$ cat src/rtl/timing_leak_monitor_if.sv
// ---------------------------------------------------------------------------
// timing_leak_monitor_if
//
// Bundles the monitor's run control, per-channel completion inputs and all
// measurement results into one interface.
//
//   master : drives start / chDone (test harness or DUT-copy wrapper),
//            observes every result.
//   slave  : the monitor itself; samples start / chDone, drives the results.
//
// Signals
//   start          run trigger shared with the monitored DUT copies
//   chDone         per-channel completion, bit i = copy i
//   busy           high while a run is being measured
//   timingLeak     last run showed differing latencies or a timeout
//   timingLeakDone one-cycle pulse marking fresh results
//   leakSticky     OR of timingLeak since reset
//   timeoutErr     last run ended without every channel completing
//   doneMask       channels that completed in the last/current run
//   latencyBus     per-channel latency, channel i at [i*CNT_WIDTH +: CNT_WIDTH]
//   spread         max - min latency over completed channels
// ---------------------------------------------------------------------------
interface timing_leak_monitor_if #(
    parameter int CHANNELS  = 2,
    parameter int CNT_WIDTH = 8
);
    logic                          start;
    logic [CHANNELS-1:0]           chDone;
    logic                          busy;
    logic                          timingLeak;
    logic                          timingLeakDone;
    logic                          leakSticky;
    logic                          timeoutErr;
    logic [CHANNELS-1:0]           doneMask;
    logic [CHANNELS*CNT_WIDTH-1:0] latencyBus;
    logic [CNT_WIDTH-1:0]          spread;

    modport master (
        output start, chDone,
        input  busy, timingLeak, timingLeakDone, leakSticky, timeoutErr,
               doneMask, latencyBus, spread
    );

    modport slave (
        input  start, chDone,
        output busy, timingLeak, timingLeakDone, leakSticky, timeoutErr,
               doneMask, latencyBus, spread
    );
endinterface

$ cat src/rtl/timing_leak_monitor.sv
// ---------------------------------------------------------------------------
// timing_leak_monitor
//
// Measures the completion latency of CHANNELS identical DUT copies that are
// launched by one shared start pulse. Each run captures every channel's
// first completion cycle, then reports the max-min spread, a timeout flag
// and a leak flag (spread != 0 or timeout), plus a sticky leak flag that
// accumulates across runs until reset.
//
// Ports
//   clk  : single clock, rising edge
//   rst  : synchronous, active-high; clears state, results and sticky flag
//   mon  : timing_leak_monitor_if.slave, run control in / results out
//
// Parameters
//   CHANNELS  : number of monitored copies (>= 2)
//   CNT_WIDTH : width of the cycle counter and of each latency field
//   TIMEOUT   : longest run in cycles, 1 <= TIMEOUT <= 2^CNT_WIDTH-1
// ---------------------------------------------------------------------------
module timing_leak_monitor #(
    parameter int CHANNELS  = 2,
    parameter int CNT_WIDTH = 8,
    parameter int TIMEOUT   = 200
) (
    input  logic                  clk,
    input  logic                  rst,
    timing_leak_monitor_if.slave  mon
);

    typedef enum logic [1:0] {
        IDLE   = 2'd0,
        RUN    = 2'd1,
        REPORT = 2'd2
    } state_t;

    state_t                        r_state;
    state_t                        w_state_nxt;

    logic [CNT_WIDTH-1:0]          r_cnt;
    logic [CHANNELS-1:0]           r_done_mask;
    logic [CNT_WIDTH-1:0]          r_lat [CHANNELS];
    logic [CNT_WIDTH-1:0]          r_spread;
    logic                          r_timeout_err;
    logic                          r_leak;
    logic                          r_sticky;
    logic                          r_busy;
    logic                          r_leak_done;

    logic [CHANNELS-1:0]           w_capture;
    logic [CHANNELS-1:0]           w_mask_nxt;
    logic [CNT_WIDTH-1:0]          w_lat_nxt [CHANNELS];
    logic                          w_all_done;
    logic                          w_cnt_at_limit;
    logic [CNT_WIDTH-1:0]          w_lat_max;
    logic [CNT_WIDTH-1:0]          w_lat_min;
    logic [CNT_WIDTH-1:0]          w_spread_nxt;
    logic                          w_leak_nxt;
    logic [CHANNELS*CNT_WIDTH-1:0] w_lat_bus;

    // Capture only the first completion per channel, and only while running.
    // The report decision looks at the mask/latencies including this cycle's
    // captures so that the last channel finishing ends the run immediately.
    always_comb begin
        w_capture  = '0;
        if (r_state == RUN) begin
            w_capture = mon.chDone & ~r_done_mask;
        end
        w_mask_nxt = r_done_mask | w_capture;
        for (int i = 0; i < CHANNELS; i++) begin
            w_lat_nxt[i] = w_capture[i] ? r_cnt : r_lat[i];
        end
        w_all_done     = &w_mask_nxt;
        w_cnt_at_limit = (r_cnt == CNT_WIDTH'(TIMEOUT));
    end

    // Min/max over completed channels only. With no completed channel the
    // min stays at all-ones, so the spread is forced to zero explicitly;
    // with exactly one it is naturally zero.
    always_comb begin
        w_lat_max = '0;
        w_lat_min = '1;
        for (int i = 0; i < CHANNELS; i++) begin
            if (w_mask_nxt[i]) begin
                if (w_lat_nxt[i] > w_lat_max) begin
                    w_lat_max = w_lat_nxt[i];
                end
                if (w_lat_nxt[i] < w_lat_min) begin
                    w_lat_min = w_lat_nxt[i];
                end
            end
        end
        w_spread_nxt = '0;
        if (|w_mask_nxt) begin
            w_spread_nxt = w_lat_max - w_lat_min;
        end
        w_leak_nxt = (w_spread_nxt != '0) | ~w_all_done;
    end

    always_comb begin
        w_state_nxt = r_state;
        unique case (r_state)
            IDLE: begin
                if (mon.start) begin
                    w_state_nxt = RUN;
                end
            end
            RUN: begin
                if (w_all_done || w_cnt_at_limit) begin
                    w_state_nxt = REPORT;
                end
            end
            REPORT: begin
                w_state_nxt = IDLE;
            end
            default: begin
                w_state_nxt = IDLE;
            end
        endcase
    end

    always_ff @(posedge clk) begin
        if (rst) begin
            r_state <= IDLE;
        end else begin
            r_state <= w_state_nxt;
        end
    end

    always_ff @(posedge clk) begin
        if (rst) begin
            r_cnt         <= '0;
            r_done_mask   <= '0;
            r_spread      <= '0;
            r_timeout_err <= 1'b0;
            r_leak        <= 1'b0;
            r_sticky      <= 1'b0;
            r_busy        <= 1'b0;
            r_leak_done   <= 1'b0;
            for (int i = 0; i < CHANNELS; i++) begin
                r_lat[i] <= '0;
            end
        end else begin
            // busy/done are registered copies of the state being entered.
            r_busy      <= (w_state_nxt == RUN);
            r_leak_done <= (w_state_nxt == REPORT);
            case (r_state)
                IDLE: begin
                    if (mon.start) begin
                        r_cnt       <= CNT_WIDTH'(1);
                        r_done_mask <= '0;
                        for (int i = 0; i < CHANNELS; i++) begin
                            r_lat[i] <= '0;
                        end
                    end
                end
                RUN: begin
                    r_done_mask <= w_mask_nxt;
                    for (int i = 0; i < CHANNELS; i++) begin
                        r_lat[i] <= w_lat_nxt[i];
                    end
                    if (w_state_nxt == REPORT) begin
                        r_spread      <= w_spread_nxt;
                        r_timeout_err <= ~w_all_done;
                        r_leak        <= w_leak_nxt;
                        r_sticky      <= r_sticky | w_leak_nxt;
                    end else begin
                        // Cannot wrap: the run ends when cnt reaches TIMEOUT.
                        r_cnt <= r_cnt + 1'b1;
                    end
                end
                default: begin
                end
            endcase
        end
    end

    always_comb begin
        w_lat_bus = '0;
        for (int i = 0; i < CHANNELS; i++) begin
            w_lat_bus[i*CNT_WIDTH +: CNT_WIDTH] = r_lat[i];
        end
    end

    assign mon.busy           = r_busy;
    assign mon.timingLeak     = r_leak;
    assign mon.timingLeakDone = r_leak_done;
    assign mon.leakSticky     = r_sticky;
    assign mon.timeoutErr     = r_timeout_err;
    assign mon.doneMask       = r_done_mask;
    assign mon.latencyBus     = w_lat_bus;
    assign mon.spread         = r_spread;

endmodule

$ cat src/flat_wrapper.sv
// flat-port wrapper written by rule: the top's interface ports become plain ports
module timing_leak_monitor_flat 
#(
    parameter int CHANNELS  = 2,
    parameter int CNT_WIDTH = 8,
    parameter int TIMEOUT   = 200
)
  (clk, rst, mon_start, mon_chDone, mon_busy, mon_timingLeak, mon_timingLeakDone, mon_leakSticky, mon_timeoutErr, mon_doneMask, mon_latencyBus, mon_spread);
  timing_leak_monitor_if #(.CHANNELS(CHANNELS), .CNT_WIDTH(CNT_WIDTH)) mon_i ();
  input  logic clk;
  input  logic rst;
  input wire logic [$bits(mon_i.start)-1:0] mon_start;
  input wire logic [$bits(mon_i.chDone)-1:0] mon_chDone;
  output wire logic [$bits(mon_i.busy)-1:0] mon_busy;
  output wire logic [$bits(mon_i.timingLeak)-1:0] mon_timingLeak;
  output wire logic [$bits(mon_i.timingLeakDone)-1:0] mon_timingLeakDone;
  output wire logic [$bits(mon_i.leakSticky)-1:0] mon_leakSticky;
  output wire logic [$bits(mon_i.timeoutErr)-1:0] mon_timeoutErr;
  output wire logic [$bits(mon_i.doneMask)-1:0] mon_doneMask;
  output wire logic [$bits(mon_i.latencyBus)-1:0] mon_latencyBus;
  output wire logic [$bits(mon_i.spread)-1:0] mon_spread;
  assign mon_i.start = mon_start;
  assign mon_i.chDone = mon_chDone;
  assign mon_busy = mon_i.busy;
  assign mon_timingLeak = mon_i.timingLeak;
  assign mon_timingLeakDone = mon_i.timingLeakDone;
  assign mon_leakSticky = mon_i.leakSticky;
  assign mon_timeoutErr = mon_i.timeoutErr;
  assign mon_doneMask = mon_i.doneMask;
  assign mon_latencyBus = mon_i.latencyBus;
  assign mon_spread = mon_i.spread;
  timing_leak_monitor #(.CHANNELS(CHANNELS), .CNT_WIDTH(CNT_WIDTH), .TIMEOUT(TIMEOUT)) u_core (.clk(clk), .rst(rst), .mon(mon_i));
endmodule
$ cat config.mk
export PLATFORM = sky130hd
export DESIGN_NAME = timing_leak_monitor_flat
export DESIGN_NICKNAME = d
export VERILOG_FILES = /design/src/rtl/timing_leak_monitor_if.sv /design/src/rtl/timing_leak_monitor.sv /design/src/flat_wrapper.sv
export SDC_FILE = /design/constraint.sdc
export NUM_CORES = 1
export LEC_CHECK = 0
export CAP_MARGIN = 15
export CORE_MARGIN = 2
export CORE_UTILIZATION = 40
export CTS_BUF_LIST = sky130_fd_sc_hd__clkbuf_16
export DETAILED_ROUTE_END_ITERATION = 12
export PLACE_DENSITY = 0.67
export SLEW_MARGIN = 20
export SYNTH_ARGS = -nofsm -noshare
export SYNTH_HDL_FRONTEND = slang
export SYNTH_SLANG_ARGS = --single-unit
$ cat constraint.sdc
create_clock -name clk -period 6.5 [get_ports clk]
set_input_delay 0.975 -clock clk [delete_from_list [all_inputs] [get_ports clk]]
set_output_delay 0.975 -clock clk [all_outputs]
set_load 0.01 [all_outputs]
==> results.tsv, run 1 <==
stage	metric	value	unit
run_status	status	completed	
clock_network	clock_sinks	41	
detailed_routing	wl	6.511	mm
worst_setup_path	start_kind	input port	
worst_setup_path	cp_slowest_stage_delay	540	ps
timing	clock.fmax	0.1700	GHz
timing	whs	451.2	ps
detailed_routing	vias	2293	
global_routing	antenna_found_initial	0	
worst_setup_path	slowest_stage	clkdlybuf4s50_1	
worst_setup_path	crit_path_cell_trace	clkdlybuf4s50_1 > nand3b_1 > nor2_2 > mux2i_1 > or2_2 > ha_1 > nor2b_1 > o211ai_1 > a21oi_1 > o31ai_4 > nor2_1 > a21oi_1 > ha_1 > inv_1 > fa_1 > a211oi_1 > o21bai_1 > a21oi_1 > xnor2_1 > nand2_1 > o211ai_1 > nor2_1 > o32ai_1	
detailed_routing	postRouteAntennaNets	0	
global_routing	gr-total-overflow	0	
final_layout	layout-drive-gt1-share	0.08260	
die	die-height	87.15	um
synth	synthArstFlopShare	0	
timing	hold_viol	0	
synth	ys_types	51	
synth	syn-num-nets	332	
timing	rsz0062_at_grt	no	
worst_setup_path	cpMostUsedCell	a21oi_1	
clock_network	cts_hold_buf	0	
die	num_rows	30	
die	initial_core_util	0.4093	
detailed_routing	dr.pass1.iters	7	
clock_network	clkTransAtPathRegs	60	ps
timing	fin_crit_sh	0.9049	
final_layout	final_cell_mix	nor2_1 (42), clkdlybuf4s50_1 (35), ha_1 (25), dfxtp_1 (25)	
timing	relSlewSlack	0.4875	
job	drv_cap	0	
power_and_ir_drop	worst_ir_drop_vdd	0.1653	mV
global_routing	grt_pass1_vias	2197	
timing	fin_crit	5882	ps
global_routing	grt_usage	0.1822	
synth	ys_seq_elements	41	
worst_setup_path	crit_path_end_kind	flop	
timing	finalSetupViolations	0	
die	core	6756	um2
worst_setup_path	crit_fanout	10	
timing	drv_slew	0	
synth	synth_edf_count	16	
synth	syn_avg_cell_area	9.187	um2
power_and_ir_drop	leakagePower	1.325	nW
power_and_ir_drop	p_total	0.0007028	W
global_routing	grt_pass1_wl	10.85	mm
place	io_buffers	35	
power_and_ir_drop	power_density	210.1	nW/um2
final_layout	final_common_cell	nor2_1	
detailed_routing	wire_per_inst	15.54	um
timing	worst_slew_pin_slew	768.8	ps
timing	skew	4.741	ps
final_layout	nets	369	
worst_setup_path	crit_type	input port to flop	
worst_setup_path	cp.buffers_inverters	2	
detailed_routing	drtIter0Drc	121	
synth	synth-main-ff-cell	dfxtp_1	
clock_network	clockBufferDepth	2	
worst_setup_path	critPathArrivalTime	6070	ps
clock_network	cts_resized	0	
place	dpl.hpwl	4.894	mm
synth	netlist_area	2765	um2
hold_path	hp-class	flop to flop	
clock_network	cts_buffers	5	
final_layout	syn_to_final_growth	21.00	%
die	chipWidth	87.15	um
clock_network	cts_tree	built	
synth	yosysWarnings	0	
clock_network	cts_max_level	2	
clock_network	cts_root_buf	clkbuf_16	
die	io_pins	36	
worst_setup_path	crit_family	compound AO/OA/AOI/OAI gates	
clock_network	clock_latency	280	ps
synth	ys_seq_area_frac	0.3548	
timing	setup_tns	0	ps
place	place.gp.congestion	0.8148	
detailed_routing	via_per_inst	5.473	
worst_setup_path	cp.required	6690	ps
detailed_routing	drc	0	
final_layout	n_antenna_cell	0	
clock_network	post-cts-setup-buffer-count	0	
synth	syn_inst	301	
global_routing	grt_max_degree	23	
die	dieArea	7594	um2
path summary, 6_finish.rpt:
kind | depth (start not counted) | to | start | slack (ps)
worst max-delay path | 23 | u_core.mon.timingLeak | mon_chDone[0] | 620
worst max register to register | 22 | u_core.mon.timingLeak | u_core.r_state[0] | 1310
worst min-delay path | 2 | u_core.mon.spread[3] | u_core.mon.spread[3] | 450
worst min register to register | 2 | u_core.mon.spread[3] | u_core.mon.spread[3] | 450
metrics by stage:
step	instances	worst slack, ps	instance area [um2]	utilization
after floorplan	301	1511	2765	-
after global placement	411	502.0	3203	0.4741
after detailed placement	411	392.5	3203	0.4741
after CTS	419	660.9	3346	0.4952
after global routing	419	182.1	3346	0.4952
final	419	618.4	3346	0.4952
cell usage after synthesis, drive strengths merged, types with 8 or more instances:
cell | instances | area [um2]
dfxtp | 25 | 500.5
o21ai | 14 | 70.06
ha | 25 | 312.8
inv | 13 | 48.80
clkbuf | 8 | 30.03
mux2i | 22 | 232.7
nor2b | 12 | 75.07
a21oi | 21 | 105.1
edfxtp | 16 | 480.5
nor2 | 43 | 163.9
nand2 | 17 | 63.81
logic make-up (layout without fill, tap and decap cells):
| family | after synthesis | after routing | synth area share |
|---|---|---|---|
| muxes | 23 | 23 | 0.08823 |
| xor gates and xnor gates | 12 | 12 | 0.03801 |
| adders and majority gates | 26 | 26 | 0.1204 |
| DFF | 41 | 41 | 0.3548 |
| buffers and inverters | 24 | 62 | 0.03846 |
| AOI/OAI and AO/OA | 64 | 64 | 0.1552 |
| and+or+nand+nor | 111 | 111 | 0.2050 |
sequential cells by signal, summed over array words and instances, names as in the netlist:
register and flops:
u_core.mon.timeoutErr 1, u_core.r_state 2, u_core.mon.leakSticky 1, u_core.mon.timingLeak 1
u_core.mon.doneMask 2, u_core.r_lat 16, u_core.mon.busy 1, u_core.mon.timingLeakDone 1
u_core.r_cnt 8, u_core.mon.spread 8
worst reg2reg max path, delay by kind of cell, from the launching register on:
family	cells	cell delay, ps
AND/OR/NAND/NOR	6	1160
AO/OA/AOI/OAI	10	2070
adder cells (fa/ha/maj)	3	880
buffers and inverters	2	270
XOR/XNOR	1	200
flip-flops	1	500
cell type report:
class	count	area, um2
fill	628	3411
multi-input combinational	236	1678
inverter	13	48.80
clock inverter	3	17.52
sequential	41	980.9
clock buffer	5	125.1
timing repair buffer	41	395.4
tap	80	100.1
report_power, final:
part / switching, W / internal, W / leakage (nW)
clock: 0.000102 / 0.000141 / 0.0712
sequential: 0.0000106 / 0.000278 / 0.385
combinational: 0.0000969 / 0.0000748 / 0.869
total: 0.000209 / 0.000493 / 1.32
per-layer routing:
metal | part of all wire | wire, um | vias up | GRT usage
met5 | 0 | 0 | - | 0
met4 | 0.025 | 163 | 0 | 0.06014
met2 | 0.46 | 3014 | 63 | 0.2915
li1 | - | - | 1152 | -
met3 | 0.049 | 321 | 14 | 0.03981
met1 | 0.46 | 3011 | 1064 | 0.2444
Power figures use the tool's default switching activity.
==> inputs of run 2 (changes only) <==
--- a/config.mk
+++ b/config.mk
@@ -6,10 +6,10 @@
 export NUM_CORES = 1
 export LEC_CHECK = 0
 export CAP_MARGIN = 15
-export CORE_MARGIN = 2
 export CORE_UTILIZATION = 40
 export CTS_BUF_LIST = sky130_fd_sc_hd__clkbuf_16
 export DETAILED_ROUTE_END_ITERATION = 12
+export GPL_ROUTABILITY_DRIVEN = 0
 export PLACE_DENSITY = 0.67
 export SLEW_MARGIN = 20
 export SYNTH_ARGS = -nofsm -noshare
==> results.tsv, run 2 (synthesis gave the netlist of run 1 again) <==
stage	metric	value	unit	change
die	io_pins	36		unchanged
final_layout	final_cells	415		was 419
worst_setup_path	cpMostUsedCell	a21oi_1		unchanged
timing	fin_crit	5912	ps	was 5882 ps
timing	hold_viol	0		unchanged
global_routing	grt_pass1_wl	10.72	mm	was 10.85 mm
clock_network	clockBufferDepth	2		unchanged
final_layout	layout-drive-gt1-share	0.07988		was 0.08260
hold_path	whs_path_depth	2		unchanged
timing	worst_slew_pin_slew	771.4	ps	was 768.8 ps
detailed_routing	vias	2306		was 2,293
final_layout	syn_to_final_growth	20.59	%	was 21.00%
worst_setup_path	cp.required	6690	ps	about the same
timing	fin_crit_sh	0.9096		was 0.9049
clock_network	cts_tree	built		unchanged
timing	drv_slew	0		unchanged
global_routing	antenna_found_initial	0		unchanged
die	initial_core_util	0.4257		was 0.4093
detailed_routing	wl	6.562	mm	was 6.511 mm
final_layout	nets	368		was 369
final_layout	final_cell_mix	nor2_1 (42), clkdlybuf4s50_1 (35), ha_1 (25), dfxtp_1 (25)		unchanged
timing	clock.fmax	0.1691	GHz	was 0.1700 GHz
global_routing	grt_usage	0.1900		was 0.1822
detailed_routing	dr.pass1.iters	4		was 7
power_and_ir_drop	power_density	211.7	nW/um2	was 210.1 nW/um2
clock_network	cts_resized	0		unchanged
detailed_routing	postRouteAntennaNets	0		unchanged
global_routing	grt_pass1_vias	2238		was 2,197
final_layout	final_common_cell	nor2_1		unchanged
worst_setup_path	critPathArrivalTime	6100	ps	was 6070 ps
final_layout	final_util	0.5134		was 0.4952
place	io_buffers	35		unchanged
timing	relSlewSlack	0.4858		was 0.4875
place	placed_cells	407		was 411
clock_network	clkTransAtPathRegs	60	ps	about the same
timing	setup_tns	0	ps	unchanged
clock_network	cts_root_buf	clkbuf_16		unchanged
die	chipWidth	85.15	um	was 87.15 um
die	die-height	85.15	um	was 87.15 um
timing	finalSetupViolations	0		unchanged
place	dpl.hpwl	4.932	mm	was 4.894 mm
run_status	status	completed		unchanged
die	num_rows	29		was 30
clock_network	post-cts-setup-buffer-count	0		unchanged
hold_path	hp-class	flop to flop		unchanged
final_layout	largest-register	u_core.r_lat		unchanged
detailed_routing	drtIter0Drc	69		was 121
worst_setup_path	crit_path_end_kind	flop		unchanged
worst_setup_path	slowest_stage	clkdlybuf4s50_1		unchanged
final_layout	largest_reg_flops	16		unchanged
clock_network	cts_buffers	5		unchanged
power_and_ir_drop	worst_ir_drop_vdd	0.1038	mV	was 0.1653 mV
timing	whs	449.8	ps	was 451.2 ps
power_and_ir_drop	leakagePower	1.320	nW	was 1.325 nW
worst_setup_path	start_kind	input port		unchanged
worst_setup_path	crit_type	input port to flop		unchanged
die	dieArea	7250	um2	was 7594 um2
clock_network	cts_max_level	2		unchanged
timing	skew	3.098	ps	was 4.741 ps
clock_network	clock_sinks	41		unchanged
detailed_routing	drc	0		unchanged
clock_network	cts_hold_buf	0		unchanged
clock_network	clock_latency	280	ps	about the same
die	core	6495	um2	was 6756 um2
detailed_routing	via_per_inst	5.557		was 5.473
detailed_routing	wire_per_inst	15.81	um	was 15.54 um
job	drv_cap	0		unchanged
worst_setup_path	crit_path_cell_trace	clkdlybuf4s50_1 > nand3b_1 > nor2_2 > mux2i_1 > or2_2 > ha_1 > nor2b_1 > o211ai_1 > a21oi_1 > o31ai_4 > nor2_1 > a21oi_1 > ha_1 > inv_1 > fa_1 > a211oi_1 > o21bai_1 > a21oi_1 > xnor2_1 > nand2_1 > o211ai_1 > nor2_1 > o32ai_1		unchanged
worst_setup_path	reg2regPathDepth	22		unchanged
global_routing	grt_max_degree	23		unchanged
worst_setup_path	cp_slowest_stage_delay	530	ps	was 540 ps
timing	rsz0062_at_grt	no		unchanged
global_routing	gr-total-overflow	0		unchanged
final_layout	nFillCells	599		was 628
final_layout	n_antenna_cell	0		unchanged
worst_setup_path	crit_fanout	10		unchanged
[run 2: cell count changes in the layout (fill, tap and decap cells not counted)]
cell / delta
buf_4: -1
[run 2: report_power, final]
part           switching, W  internal (W)  total, W
Clock              0.000104      0.000141  0.000245
Combinational     0.0000978     0.0000749  0.000173
Sequential        0.0000108      0.000278  0.000288
[run 2: worst paths after layout]
| check | slack [ps] | to | startpoint |
|---|---|---|---|
| setup / recovery | 590 | u_core.mon.timingLeak | mon_chDone[0] |
| hold / removal | 450 | u_core.mon.spread[3] | u_core.mon.spread[3] |
| setup reg to reg | 1270 | u_core.mon.timingLeak | u_core.r_state[0] |
| hold reg to reg | 450 | u_core.mon.spread[3] | u_core.mon.spread[3] |
[run 2: final cells by class]
cell class / instances / area [um2] / share of cell area
Clock inverter: 3 / 17.52 / 0.005253
Timing Repair Buffer: 40 / 387.9 / 0.1163
Sequential cell: 41 / 980.9 / 0.2942
Inverter: 13 / 48.80 / 0.01463
Clock buffer: 5 / 125.1 / 0.03752
Multi-Input combinational cell: 236 / 1678 / 0.5032
Tap cell: 77 / 96.34 / 0.02889
[run 2: stage by stage]
stage / total power, W / cell area [um2] / setup slack (ps)
finish: 0.0007059 / 3334 / 587.8
CTS: 0.0007067 / 3334 / 604.6
global placement: 0.0004621 / 3192 / 485.9
global route: 0.0007362 / 3334 / 157.6
detailed placement: 0.0004642 / 3192 / 370.7
floorplan: 0.0004120 / 2765 / 1511
[run 2: layer usage]
metal	routed length (um)	up-vias	global-route usage
met4	143	0	0.08320
met2	3068	49	0.3123
li1	-	1150	-
met1	3127	1094	0.2442
met5	0	-	0
met3	223	13	0.03502
[run 2: critical path: cells and delay by family]
| family | cells | cell delay (ps) |
|---|---|---|
| buffers and inverters | 2 | 580 |
| XOR/XNOR | 1 | 200 |
| adder cells (fa/ha/maj) | 3 | 910 |
| AO/OA/AOI/OAI | 9 | 1890 |
| multiplexers | 1 | 200 |
| AND/OR/NAND/NOR | 7 | 1320 |
==> inputs of run 3 (changes only) <==
--- a/config.mk
+++ b/config.mk
@@ -6,11 +6,13 @@
 export NUM_CORES = 1
 export LEC_CHECK = 0
 export CAP_MARGIN = 15
+export CELL_PAD_IN_SITES_DETAIL_PLACEMENT = 0
+export CELL_PAD_IN_SITES_GLOBAL_PLACEMENT = 1
 export CORE_UTILIZATION = 40
 export CTS_BUF_LIST = sky130_fd_sc_hd__clkbuf_16
 export DETAILED_ROUTE_END_ITERATION = 12
 export GPL_ROUTABILITY_DRIVEN = 0
-export PLACE_DENSITY = 0.67
+export PLACE_DENSITY = 0.82
 export SLEW_MARGIN = 20
 export SYNTH_ARGS = -nofsm -noshare
 export SYNTH_HDL_FRONTEND = slang
==> results.tsv, run 3 (synthesis gave the netlist of run 1 again) <==
stage	metric	value	unit	change
run_status	status	completed		unchanged
worst_setup_path	start_kind	input port		unchanged
power_and_ir_drop	worst_ir_drop_vdd	0.1383	mV	was 0.1038 mV
job	drv_cap	0		unchanged
clock_network	cts_max_level	2		unchanged
worst_setup_path	reg2reg_slack	1400	ps	was 1270 ps
detailed_routing	postRouteAntennaNets	0		unchanged
worst_setup_path	cpMostUsedCell	nor2_1		was a21oi_1
hold_path	hp-class	flop to flop		unchanged
clock_network	post-cts-setup-buffer-count	0		unchanged
clock_network	clock_latency	290	ps	was 280 ps
global_routing	grt_pass1_wl	11.04	mm	was 10.72 mm
final_layout	final_cell_area	3357	um2	was 3334 um2
timing	worst_slew_pin_slew	804.1	ps	was 771.4 ps
die	chipWidth	85.15	um	unchanged
timing	setup_tns	0	ps	unchanged
final_layout	final_cell_mix	nor2_1 (42), clkdlybuf4s50_1 (35), ha_1 (25), dfxtp_1 (25)		unchanged
worst_setup_path	crit_fanout	9		was 10
final_layout	nets	371		was 368
final_layout	largest_reg_flops	16		unchanged
detailed_routing	wl	6.630	mm	was 6.562 mm
place	placed_cells	410		was 407
clock_network	clockBufferDepth	2		unchanged
power_and_ir_drop	power_density	211.8	nW/um2	was 211.7 nW/um2
final_layout	final_common_cell	nor2_1		unchanged
timing	drv_slew	0		unchanged
place	dpl.hpwl	4.998	mm	was 4.932 mm
global_routing	gr-total-overflow	0		unchanged
final_layout	syn_to_final_growth	21.40	%	was 20.59%
clock_network	cts_tree	built		unchanged
detailed_routing	vias	2284		was 2,306
timing	clock.fmax	0.1705	GHz	was 0.1691 GHz
die	dieArea	7250	um2	unchanged
timing	skew	6.480	ps	was 3.098 ps
die	num_rows	29		unchanged
clock_network	cts_resized	0		unchanged
place	io_buffers	35		unchanged
power_and_ir_drop	leakagePower	1.334	nW	was 1.320 nW
global_routing	grt_max_degree	23		unchanged
timing	whs	453.9	ps	was 449.8 ps
die	core	6495	um2	unchanged
detailed_routing	via_per_inst	5.464		was 5.557
clock_network	clkTransAtPathRegs	60	ps	about the same
timing	fin_crit	5864	ps	was 5912 ps
die	initial_core_util	0.4257		unchanged
final_layout	n_antenna_cell	0		unchanged
worst_setup_path	crit_path_end_kind	flop		unchanged
detailed_routing	wire_per_inst	15.86	um	was 15.81 um
timing	hold_viol	0		unchanged
clock_network	cts_root_buf	clkbuf_16		unchanged
clock_network	cts_hold_buf	0		unchanged
detailed_routing	dr.pass1.iters	4		unchanged
detailed_routing	drc	0		unchanged
die	io_pins	36		unchanged
global_routing	antenna_found_initial	0		unchanged
clock_network	cts_buffers	5		unchanged
die	die-height	85.15	um	unchanged
worst_setup_path	cp.required	6690	ps	about the same
final_layout	layout-drive-gt1-share	0.08798		was 0.07988
timing	fin_crit_sh	0.9021		was 0.9096
global_routing	grt_usage	0.1996		was 0.1900
worst_setup_path	slowest_stage	nor4bb_4		was clkdlybuf4s50_1
worst_setup_path	cp_slowest_stage_delay	610	ps	was 530 ps
worst_setup_path	crit_family	compound AO/OA/AOI/OAI gates		unchanged
detailed_routing	drtIter0Drc	81		was 69
worst_setup_path	cp.buffers_inverters	5		was 2
clock_network	clock_sinks	41		unchanged
place	placed_area	3214	um2	was 3192 um2
worst_setup_path	critPathArrivalTime	6050	ps	was 6100 ps
worst_setup_path	crit_path_cell_trace	clkdlybuf4s50_1 > nor4bb_4 > buf_4 > mux2i_1 > inv_1 > ha_1 > a211oi_1 > nor2_1 > o31ai_4 > buf_4 > nor2_1 > a21oi_1 > ha_1 > inv_1 > fa_1 > a211oi_1 > o21bai_1 > a21oi_1 > xnor2_1 > nand2_1 > o211ai_1 > nor2_1 > o32ai_1		was clkdlybuf4s50_1 > nand3b_1 > nor2_2 > mux2i_1 > or2_2 > ha_1 > nor2b_1 > o211ai_1 > a21oi_1 > o31ai_4 > nor2_1 > a21oi_1 > ha_1 > inv_1 > fa_1 > a211oi_1 > o21bai_1 > a21oi_1 > xnor2_1 > nand2_1 > o211ai_1 > nor2_1 > o32ai_1
final_layout	largest-register	u_core.r_lat		unchanged
global_routing	grt_pass1_vias	2160		was 2,238
worst_setup_path	crit_type	input port to flop		unchanged
timing	relSlewSlack	0.4639		was 0.4858
final_layout	final_cells	418		was 415
timing	finalSetupViolations	0		unchanged
timing	rsz0062_at_grt	no		unchanged
run 3: cell types whose count changed in the layout (fill, tap and decap cells not counted):
cell	change
buf_4	+3
run 3: where the power goes:
part	total, W	switching (W)	internal, W	leakage [nW]
sequential	0.000288	0.0000104	0.000278	0.385
combinational	0.000175	0.0000980	0.0000766	0.878
clock	0.000248	0.000107	0.000141	0.0712
total	0.000711	0.000216	0.000495	1.33
run 3: area by class of cell:
class / count / area, um2
well taps: 77 / 96.34
flip-flops and latches: 41 / 980.9
fillers: 618 / 3138
repair buffers: 43 / 410.4
clock buffers: 5 / 125.1
inverters: 13 / 48.80
clock inverters: 3 / 17.52
multi-input cells: 236 / 1678
run 3: worst paths after layout:
kind	startpoint	to	cells past startpoint
max	mon_chDone[1]	u_core.mon.timingLeak	23
min	u_core.mon.spread[6]	u_core.mon.spread[6]	2
max reg2reg	u_core.r_state[0]	u_core.mon.timingLeak	22
min reg2reg	u_core.mon.spread[6]	u_core.mon.spread[6]	2
run 3: worst min-delay path: cells and delay by family, from the launching register on:
kind / cells / cell delay [ps]
AO/OA/AOI/OAI: 1 / 50
flip-flops: 1 / 310
AND/OR/NAND/NOR: 1 / 50
run 3: metal layers:
layer,up-vias,global-route usage,part of all wire
met4,0,0.08166,0.021
met3,8,0.03794,0.038
met2,45,0.3182,0.46
met1,1071,0.2661,0.48
li1,1160,-,-
met5,-,0,0
run 3: through the flow:
| stage | utilization | power [W] | worst slack, ps |
|---|---|---|---|
| floorplan | - | 0.0004120 | 1511 |
| global placement | 0.4949 | 0.0004658 | 473.4 |
| detailed placement | 0.4949 | 0.0004668 | 350.2 |
| CTS | 0.5169 | 0.0007167 | 616.8 |
| global route | 0.5169 | 0.0007465 | 194.3 |
| finish | 0.5169 | 0.0007109 | 636.1 |
